`config.mk`:
```
export PLATFORM = sky130hd
export DESIGN_NAME = ahb_master_burst_engine_flat
export DESIGN_NICKNAME = d
export VERILOG_FILES = /design/src/rtl/ahb_pkg.sv /design/src/rtl/ahb_master_burst_engine_if.sv /design/src/rtl/ahb_addr_step.sv /design/src/rtl/ahb_master_burst_engine.sv /design/src/flat_wrapper.sv
export SDC_FILE = /design/constraint.sdc
export NUM_CORES = 2
export LEC_CHECK = 0
export CELL_PAD_IN_SITES_DETAIL_PLACEMENT = 1
export CELL_PAD_IN_SITES_GLOBAL_PLACEMENT = 2
export CORE_MARGIN = 1.5
export CORE_UTILIZATION = 49
export CTS_BUF_LIST = sky130_fd_sc_hd__clkbuf_8
export DETAILED_ROUTE_END_ITERATION = 8
export HOLD_SLACK_MARGIN = 0.15
export PLACE_DENSITY_LB_ADDON = 0.1
export RECOVER_POWER = 50
export SLEW_MARGIN = 10
export SYNTH_ARGS = -nofsm -noshare
export SYNTH_HDL_FRONTEND = slang
export SYNTH_SLANG_ARGS = --single-unit
```
`constraint.sdc`:
```
create_clock -name HCLK -period 7.7 [get_ports HCLK]
set_clock_uncertainty 0.1 [all_clocks]
set_input_delay 1.54 -clock HCLK [delete_from_list [all_inputs] [get_ports HCLK]]
set_output_delay 1.54 -clock HCLK [all_outputs]
set_load 0.01 [all_outputs]
```
`src/rtl/ahb_pkg.sv`:
```
// ahb_pkg: shared AHB-Lite encodings, engine states and burst helper functions
package ahb_pkg;
   localparam logic [1:0] HTRANS_IDLE   = 2'b00;
   localparam logic [1:0] HTRANS_NONSEQ = 2'b10;
   localparam logic [1:0] HTRANS_SEQ    = 2'b11;
   localparam logic [2:0] BURST_SINGLE = 3'd0;
   localparam logic [2:0] BURST_INCR   = 3'd1;
   localparam logic [2:0] BURST_WRAP4  = 3'd2;
   localparam logic [2:0] BURST_INCR4  = 3'd3;
   localparam logic [2:0] BURST_WRAP8  = 3'd4;
   localparam logic [2:0] BURST_INCR8  = 3'd5;
   localparam logic [2:0] BURST_WRAP16 = 3'd6;
   localparam logic [2:0] BURST_INCR16 = 3'd7;
   typedef enum logic [1:0] {ST_IDLE, ST_ADDR, ST_LAST} state_t;
   function automatic logic [4:0] beats_of(input logic [2:0] burst, input logic [4:0] len);
      return burst == BURST_SINGLE ? 5'd1 :
             burst == BURST_INCR   ? (len == 5'd0 ? 5'd1 : len > 5'd16 ? 5'd16 : len) :
             burst[2:1] == 2'b01   ? 5'd4 :
             burst[2:1] == 2'b10   ? 5'd8 : 5'd16;
   endfunction
   // incrementing bursts get an all-ones mask so the wrap formula degenerates to a plain add
   function automatic logic [31:0] wrap_mask(input logic [2:0] burst, input logic [2:0] size);
      return (burst[0] || burst == BURST_SINGLE) ? '1 : (32'(beats_of(burst, 5'd0)) << size) - 32'd1;
   endfunction
endpackage

```
`src/rtl/ahb_master_burst_engine_if.sv`:
```
// ahb_master_burst_engine_if: command port plus AHB-Lite master bus of the burst engine
interface ahb_master_burst_engine_if #(
   parameter int ADDR_W = 8,
   parameter int DATA_W = 32
);
   logic              cmd_valid;
   logic              cmd_ready;
   logic [ADDR_W-1:0] cmd_addr;
   logic [2:0]        cmd_size;
   logic [2:0]        cmd_burst;
   logic [4:0]        cmd_len;
   logic              cmd_write;
   logic              HREADY;
   logic              HRESP;
   logic [DATA_W-1:0] HRDATA;
   logic [ADDR_W-1:0] HADDR;
   logic [1:0]        HTRANS;
   logic              HWRITE;
   logic [2:0]        HSIZE;
   logic [2:0]        HBURST;
   logic [DATA_W-1:0] HWDATA;
   logic              done;
   logic              error;
   logic [DATA_W-1:0] dbg_data;
   modport master (
      input  cmd_valid, cmd_addr, cmd_size, cmd_burst, cmd_len, cmd_write, HREADY, HRESP, HRDATA,
      output cmd_ready, HADDR, HTRANS, HWRITE, HSIZE, HBURST, HWDATA, done, error, dbg_data
   );
   modport slave (
      output cmd_valid, cmd_addr, cmd_size, cmd_burst, cmd_len, cmd_write, HREADY, HRESP, HRDATA,
      input  cmd_ready, HADDR, HTRANS, HWRITE, HSIZE, HBURST, HWDATA, done, error, dbg_data
   );
endinterface

```
`src/rtl/ahb_addr_step.sv`:
```
// ahb_addr_step: next beat address for SINGLE, INCR* and WRAP* bursts
module ahb_addr_step import ahb_pkg::*; #(
   parameter int ADDR_W = 8
) (
   input  logic [2:0]        burst,
   input  logic [2:0]        size,
   input  logic [ADDR_W-1:0] addr,
   output logic [ADDR_W-1:0] addr_nxt
);
   logic [ADDR_W-1:0] mask, inc;
   // keep the bits above the wrap boundary and advance only the bits inside it
   always_comb begin
      mask = ADDR_W'(wrap_mask(burst, size));
      inc = ADDR_W'(32'd1 << size);
      addr_nxt = burst == BURST_SINGLE ? addr : (addr & ~mask) | ((addr + inc) & mask);
   end
endmodule

```
`src/rtl/ahb_master_burst_engine.sv`:
```
// ahb_master_burst_engine: AHB-Lite burst master moving words between a local buffer and the bus
module ahb_master_burst_engine import ahb_pkg::*; #(
   parameter int ADDR_W    = 8,
   parameter int DATA_W    = 32,
   parameter int INIT_MULT = 2
) (
   input logic HCLK,
   input logic rst,
   ahb_master_burst_engine_if.master bus
);
   localparam int LANE_W = $clog2(DATA_W / 8);
   localparam int IDX_W  = ADDR_W - LANE_W;
   localparam int DEPTH  = 1 << IDX_W;
   if (ADDR_W > 10 || (DATA_W != 32 && DATA_W != 64)) begin : g_param_check
      $error("ahb_master_burst_engine: ADDR_W must be <= 10 and DATA_W 32 or 64");
   end
   state_t            state, state_nxt;
   logic [DATA_W-1:0] mem [DEPTH];
   logic [ADDR_W-1:0] haddr, step;
   logic [IDX_W-1:0]  dp_idx;
   logic [1:0]        htrans;
   logic [2:0]        hsize, hburst;
   logic [4:0]        cnt;
   logic              hwrite, dp_write, dp_valid, done_q, error_q;
   logic              accept, illegal, take, fin, abort;
   ahb_addr_step #(.ADDR_W(ADDR_W)) u_step (.burst(hburst), .size(hsize), .addr(haddr), .addr_nxt(step));
   // transfer strobes and next state; an errored data phase pre-empts everything else
   always_comb begin
      accept = state == ST_IDLE && bus.cmd_valid;
      illegal = bus.cmd_size > 3'(LANE_W) || |(bus.cmd_addr & ADDR_W'((32'd1 << bus.cmd_size) - 32'd1));
      abort = dp_valid && bus.HRESP && bus.HREADY;
      take = state == ST_ADDR && bus.HREADY && !(dp_valid && bus.HRESP);
      fin = state == ST_LAST && bus.HREADY && !bus.HRESP;
      state_nxt = abort || fin ? ST_IDLE : accept && !illegal ? ST_ADDR : take && cnt == 5'd0 ? ST_LAST : state;
   end
   // state register
   always_ff @(posedge HCLK) state <= rst ? ST_IDLE : state_nxt;
   // address/data phase pipeline, beat counter and buffer
   always_ff @(posedge HCLK) begin
      if (rst) begin
         haddr <= '0;
         htrans <= HTRANS_IDLE;
         hwrite <= 1'b0;
         hsize <= 3'd0;
         hburst <= 3'd0;
         cnt <= 5'd0;
         dp_idx <= '0;
         dp_write <= 1'b0;
         dp_valid <= 1'b0;
         done_q <= 1'b0;
         error_q <= 1'b0;
         for (int i = 0; i < DEPTH; i++) mem[i] <= DATA_W'(i * INIT_MULT);
      end else begin
         done_q <= fin;
         error_q <= abort || (accept && illegal);
         if (accept && !illegal) begin
            haddr <= bus.cmd_addr;
            htrans <= HTRANS_NONSEQ;
            hwrite <= bus.cmd_write;
            hsize <= bus.cmd_size;
            hburst <= bus.cmd_burst;
            cnt <= beats_of(bus.cmd_burst, bus.cmd_len) - 5'd1;
         end
         if (take) begin
            dp_idx <= haddr[ADDR_W-1:LANE_W];
            dp_write <= hwrite;
            dp_valid <= 1'b1;
            htrans <= cnt == 5'd0 ? HTRANS_IDLE : HTRANS_SEQ;
            haddr <= cnt == 5'd0 ? haddr : step;
            cnt <= cnt == 5'd0 ? cnt : cnt - 5'd1;
         end
         if (fin || abort) begin
            dp_valid <= 1'b0;
            htrans <= HTRANS_IDLE;
         end
         if (dp_valid && !dp_write && bus.HREADY && !bus.HRESP) mem[dp_idx] <= bus.HRDATA;
      end
   end
   assign bus.cmd_ready = state == ST_IDLE;
   assign bus.HADDR = haddr;
   assign bus.HTRANS = dp_valid && bus.HRESP ? HTRANS_IDLE : htrans;
   assign bus.HWRITE = hwrite;
   assign bus.HSIZE = hsize;
   assign bus.HBURST = hburst;
   assign bus.HWDATA = mem[dp_idx];
   assign bus.done = done_q;
   assign bus.error = error_q;
   assign bus.dbg_data = mem[haddr[ADDR_W-1:LANE_W]];
endmodule

```
`src/flat_wrapper.sv`:
```
// flat-port wrapper written by rule: the top's interface ports become plain ports
module ahb_master_burst_engine_flat import ahb_pkg::*;
#(
   parameter int ADDR_W    = 8,
   parameter int DATA_W    = 32,
   parameter int INIT_MULT = 2
)
  (HCLK, rst, bus_cmd_valid, bus_cmd_addr, bus_cmd_size, bus_cmd_burst, bus_cmd_len, bus_cmd_write, bus_HREADY, bus_HRESP, bus_HRDATA, bus_cmd_ready, bus_HADDR, bus_HTRANS, bus_HWRITE, bus_HSIZE, bus_HBURST, bus_HWDATA, bus_done, bus_error, bus_dbg_data);
  ahb_master_burst_engine_if #(.ADDR_W(ADDR_W), .DATA_W(DATA_W)) bus_i ();
  input logic HCLK;
  input logic rst;
  input wire logic [$bits(bus_i.cmd_valid)-1:0] bus_cmd_valid;
  input wire logic [$bits(bus_i.cmd_addr)-1:0] bus_cmd_addr;
  input wire logic [$bits(bus_i.cmd_size)-1:0] bus_cmd_size;
  input wire logic [$bits(bus_i.cmd_burst)-1:0] bus_cmd_burst;
  input wire logic [$bits(bus_i.cmd_len)-1:0] bus_cmd_len;
  input wire logic [$bits(bus_i.cmd_write)-1:0] bus_cmd_write;
  input wire logic [$bits(bus_i.HREADY)-1:0] bus_HREADY;
  input wire logic [$bits(bus_i.HRESP)-1:0] bus_HRESP;
  input wire logic [$bits(bus_i.HRDATA)-1:0] bus_HRDATA;
  output wire logic [$bits(bus_i.cmd_ready)-1:0] bus_cmd_ready;
  output wire logic [$bits(bus_i.HADDR)-1:0] bus_HADDR;
  output wire logic [$bits(bus_i.HTRANS)-1:0] bus_HTRANS;
  output wire logic [$bits(bus_i.HWRITE)-1:0] bus_HWRITE;
  output wire logic [$bits(bus_i.HSIZE)-1:0] bus_HSIZE;
  output wire logic [$bits(bus_i.HBURST)-1:0] bus_HBURST;
  output wire logic [$bits(bus_i.HWDATA)-1:0] bus_HWDATA;
  output wire logic [$bits(bus_i.done)-1:0] bus_done;
  output wire logic [$bits(bus_i.error)-1:0] bus_error;
  output wire logic [$bits(bus_i.dbg_data)-1:0] bus_dbg_data;
  assign bus_i.cmd_valid = bus_cmd_valid;
  assign bus_i.cmd_addr = bus_cmd_addr;
  assign bus_i.cmd_size = bus_cmd_size;
  assign bus_i.cmd_burst = bus_cmd_burst;
  assign bus_i.cmd_len = bus_cmd_len;
  assign bus_i.cmd_write = bus_cmd_write;
  assign bus_i.HREADY = bus_HREADY;
  assign bus_i.HRESP = bus_HRESP;
  assign bus_i.HRDATA = bus_HRDATA;
  assign bus_cmd_ready = bus_i.cmd_ready;
  assign bus_HADDR = bus_i.HADDR;
  assign bus_HTRANS = bus_i.HTRANS;
  assign bus_HWRITE = bus_i.HWRITE;
  assign bus_HSIZE = bus_i.HSIZE;
  assign bus_HBURST = bus_i.HBURST;
  assign bus_HWDATA = bus_i.HWDATA;
  assign bus_done = bus_i.done;
  assign bus_error = bus_i.error;
  assign bus_dbg_data = bus_i.dbg_data;
  ahb_master_burst_engine #(.ADDR_W(ADDR_W), .DATA_W(DATA_W), .INIT_MULT(INIT_MULT)) u_core (.HCLK(HCLK), .rst(rst), .bus(bus_i));
endmodule
```
; Word level (Yosys, flattened, before mapping)
; Memory sizes are Yosys's and may differ from the RTL's. A register that Yosys moved wholly into a read port is not among the register bits.
; Index checks and enable logic that the tools add are counted.
[word_totals]
ff_bits = 34
ramBits = 2048
input_bits = 57
wordCells = 109
n_memories = 1
[memory_table]
columns = name, depth, word_bits, read_ports, rd_ports_with_merged_regs, wr, line
row1 = u_core.mem, 64, 32, 2, 2, 64, ahb_master_burst_engine.sv:18  ; logic [DATA_W-1:0] mem [DEPTH];
[classes]
addsub = 5
order_cmp = 2
eq_ne = 10
shift = 3
muxes = 36
n_bitwise = 5
reduce_logical = 34
[op_table]
columns = operator, n
row1 = 5-bit 2-to-1 mux, 13
row2 = 8-bit 2-to-1 mux, 5
row3 = 32-bit 2-to-1 mux, 1
row4 = 32-bit OR reduction, 1
row5 = 6-bit 2-to-1 mux, 5
row6 = 8-bit AND, 3
row7 = 1-bit by 3-bit << shifter with 8-bit output (first input constant), 2
row8 = 8-bit by 1-bit subtractor with 8-bit output (second input constant), 2
row9 = 1-bit logical AND, 13
row10 = 5-bit logical NOT, 2
row11 = 5-bit by 1-bit subtractor with 5-bit output (second input constant), 2
row12 = 8-bit adder, 1
row13 = 1-bit 2-to-1 mux, 8
row14 = 2-bit 2-to-1 mux, 4
row15 = 8-bit inverter, 1
row16 = 8-bit OR, 1
row17 = 8-bit OR reduction, 1
row18 = 5-bit by 3-bit << shifter with 8-bit output, 1
row19 = 2-bit by 1-bit == test with 1-bit output (second input constant), 3
row20 = 2-bit == test (second input constant), 3
row21 = 3-bit by 1-bit == test with 1-bit output (second input constant), 2
row22 = 3-bit logical NOT, 2
row23 = 5-bit greater-than comparator (second input constant), 1
row24 = 1-bit logical NOT, 4
row25 = other kinds (9), 14

; Logic depth before layout (Yosys ltp)
[logic_depth]
depth_word = 16
ltp_mapped = 13

; Hierarchy
; Synthesis repeated with hierarchy kept, for this count alone.
[hier_totals]
cells_unflattened = 7550
hier_area_um2 = 112630.5
[modules_own_cells]
columns = mod, instances, cells_each, area_each_um2, seq_area_each_um2
row1 = ahb_master_burst_engine, 1, 7418, 111718.4, 62419.9
row2 = ahb_addr_step, 1, 132, 912.1, 0.0

; Least setup slack after synthesis
; No wires, ideal clock.
[synth_timing]
path_kind = input -> register
start = input rst
end = memory u_core.mem[22][0], enable pin
setup_ps = 466
arrival_time_ps = 5270
t_required_ps = 7134
slack_ps = 1865
path_stages = 9
n_path_buf = 3
cell_sequence = clkbuf_1 > inv_1 > nand3b_1 > nor3b_1 > nor2b_1 > nand3_1 > clkbuf_1 > clkbuf_1 > o21ai_0
[synth_lines]
columns = item, line
row1 = start: declaration, flat_wrapper.sv:11  ; input logic rst;
row2 = end: declaration, ahb_master_burst_engine.sv:18

==> results_dict.tcl <==
set metrics [dict create \
    status "finished, violations left" \
    violations "capacitance limit, slew limit" \
    critPathSlowestCell "nor2_1" \
    htree_num_levels 5 \
    synth_top_area_share 0.5524 \
    async_reset_ff_frac 0 \
    worst_slack_ns 0.4463 \
    r2r_start "u_core.dp_valid$_SDFFE_PP0P_" \
    ir_drop_v 0.0001767 \
    fin_crit_sh 0.9420 \
    fin_crit_ns 7.254 \
    drc_errors 0 \
    min_path_type "reg2reg" \
    rrSetupSlack_ns 2.09 \
    synth_top_cell_by_area "edfxtp_1" \
    tightest_slew_ns 3.771 \
    dp_hpwl_um 248100 \
    crit_type "in2reg" \
    hold_buffers 0 \
    ys_ff_latch 2094 \
    dp_cells 9440 \
    start_util 0.4941 \
    drt_first_pass_iters 6 \
    hold_slack_ns 0.3663 \
    place_congestion 0.8484 \
    vias 70040 \
    die_y_um 479.7 \
    tns_ns 0 \
    totalWireLength_um 410800 \
    stdcell_count 10130 \
    synth_compound_area_frac 0.01267 \
    synth_warnings 0 \
    maxCapViolCount 72 \
    relSlewSlack -1.514 \
    cts.repair.resized 0 \
    grt_pass1_wl_um 570100 \
    drt-initial-drc-count 10370 \
    synth-edff-count 2048 \
    synth-adder-area-share 0.001641 \
    worstPathMaxFanout 20 \
    total_power_mw 24.83 \
    viasPerCell 6.917 \
    powerDensity_mw_per_mm2 202.3 \
    required_ns 8.55 \
    utilization 0.5448 \
    num_rows 174 \
    synth_top_family_by_area "multiplexers" \
    die_w_um 479.7 \
    fin_area_mm2 0.1228 \
    syn_nets 6885 \
    cts_tree "yes" \
    cts_buffer_depth 4 \
    layout-drive-gt1-share 0.2968 \
    max_freq_ghz 0.1379 \
    cp_top_family "simple AND/OR/NAND/NOR gates" \
    synth_flop_cell "edfxtp_1" \
    finalHoldViolCount 0 \
    grt_pass1_vias 72150 \
    hold_depth 2 \
    yosys.area_share.simple 0.1260 \
    path_depth 9 \
    finalNetCount 6904 \
    portBuffers 140 \
    syn2layout_area_growth_pct 10.26 \
    netlist_instances 6814 \
    pin_count 141 \
    whs_endpoint "u_core.dp_write$_SDFFE_PP0P_" \
    drv_slew 1553 \
    core_mm2 0.2253 \
    yosysUniqueCellTypes 61 \
    overflow 0 \
    path_buf_inv 3 \
    pre_cts_slack_ns 1.757 \
    ys_top_cells_by_area "edfxtp_1 (55%), mux4_2 (26%), and2_1 (10%)" \
    post_drt_wl_per_cell_um 40.57 \
    setup_viol_count_final 0 \
    antenna_found_initial 42 \
    startpoint_type "primary input" \
    synth_area_mm2 0.1113 \
    grt_max_degree 77 \
    slowest_delay_ns 1.94 \
    reg2reg_depth 6 \
    numCtsBuffers 380 \
    path_cells "dlygate4sd3_1 -> clkinvlp_2 -> nand3b_1 -> nor3b_1 -> nor2b_1 -> nand2_1 -> nor2_1 -> clkbuf_1 -> and2_0" \
    yosysSeqAreaShare 0.5606 \
    post_dp_cell_area_mm2 0.1170 \
    clock_latency_ns 1.12 \
    p_leak_nw 39.53 \
    clk_pin_slew_worst_paths_ns 0.06 \
    hold_start "u_core.dp_write$_SDFFE_PP0P_" \
    worstPathArrival_ns 8.11 \
    timing.rr.end "u_core.mem[32][26]$_SDFFCE_PN0P_" \
    track_usage 0.3584 \
    end_kind "flop" \
    ant_nets 0 \
    synthXorXnorAreaFrac 0.0008653 \
    clockRootBuffer "clkbuf_8" \
    dieArea_mm2 0.2301 \
    synthMuxAreaShare 0.2686 \
    rsz0062_at_grt "no" \
    syn_area_per_cell_um2 16.34 \
    post-cts-setup-buffers 0 \
    cts.sinks 2094 \
]
[cells in the final DEF (no fill, tap or decap), types with 30 or more instances in the layout]
master and n:
edfxtp_1 2048, mux4_2 1306, and2_1 1205, and2_0 658, clkbuf_8 387, or3_1 193
buf_4 184, inv_1 120, clkinv_1 100, clkdlybuf4s50_1 88, nor2_1 70, nand2_1 63
a21oi_1 63, clkbuf_1 51, mux2i_1 47, clkinv_2 46, a211oi_1 44, nor2b_1 42
buf_12 40, o21ai_0 39, dfxtp_1 34, o21ai_4 30
[power breakdown]
group / internal, mW / switching (mW) / total, mW
registers: 12.8 / 0.232 / 13.1
logic: 0.756 / 1.27 / 2.02
clock network: 4.83 / 4.89 / 9.73
total: 18.4 / 6.39 / 24.8
[kinds of logic after synthesis]
kind of cell	count (synthesis)
AND/OR/NAND/NOR	2309
flip-flops	2094
multiplexers	1355
buffers and inverters	805
AO/OA/AOI/OAI	226
adder cells (fa/ha/maj)	14
XOR/XNOR	11
[tightest hold or removal path, cell delays in order, from the launching register on]
cell and delay (ns):
dfxtp_1 0.31, nand2_1 0.05, a21oi_1 0.05
[worst max path at each step]
stage | start | to | slack (ns)
floorplan | rst | u_core.mem[22][0]$_SDFFCE_PN0P_ | 1.86
global placement | rst | u_core.mem[22][28]$_SDFFCE_PN0P_ | 1.80
detailed placement | rst | u_core.mem[22][23]$_SDFFCE_PN0P_ | 1.76
CTS | flop | bus_HWDATA[5] | 0.74
global route | rst | u_core.mem[34][1]$_SDFFCE_PN0P_ | 0.42
finish | rst | u_core.mem[32][26]$_SDFFCE_PN0P_ | 0.45
[cells in the mapped netlist (9+ instances only)]
master and count:
buf_2 117, inv_1 12, nor3_1 11, mux4_2 1306
nand2_1 64, nor2_1 98, mux2i_1 47, clkbuf_1 568
buf_6 9, a21oi_1 63, buf_1 85, a211oi_1 45
edfxtp_1 2048, nor2b_1 42, or3_1 194, nand3_1 11
ha_1 13, and2_1 1862, xnor2_1 10, buf_4 14
o21ai_0 78, dfxtp_1 46
[layout make-up]
class,count,area (um2)
Antenna cell,29,72.57
Clock buffer,387,5326
Clock inverter,267,1242
Fill cell,20500,102600
Inverter,12,46.29
Multi-Input combinational cell,3915,46170
Sequential cell,2094,62460
Tap cell,2992,3744
Timing Repair Buffer,430,3690
[sequential cells by signal (all words and copies together), names as in the netlist, 2 cells and up, named ones only]
| signal | cells |
|---|---|
| u_core.bus.HADDR | 6 |
| u_core.bus.HBURST | 3 |
| u_core.bus.HSIZE | 3 |
| u_core.cnt | 5 |
| u_core.dp_idx | 6 |
| u_core.htrans | 2 |
| u_core.mem | 2048 |
| u_core.state | 2 |
[metal layers]
metal / GRT usage / routed length (um) / vias to the layer above
met5: 0 / 36 / -
met1: 0.5070 / 159300 / 38020
met2: 0.5390 / 187400 / 4542
met3: 0.07184 / 43110 / 778
li1: - / - / 26690
met4: 0.1660 / 20940 / 6
Power figures use the tool's default switching activity.
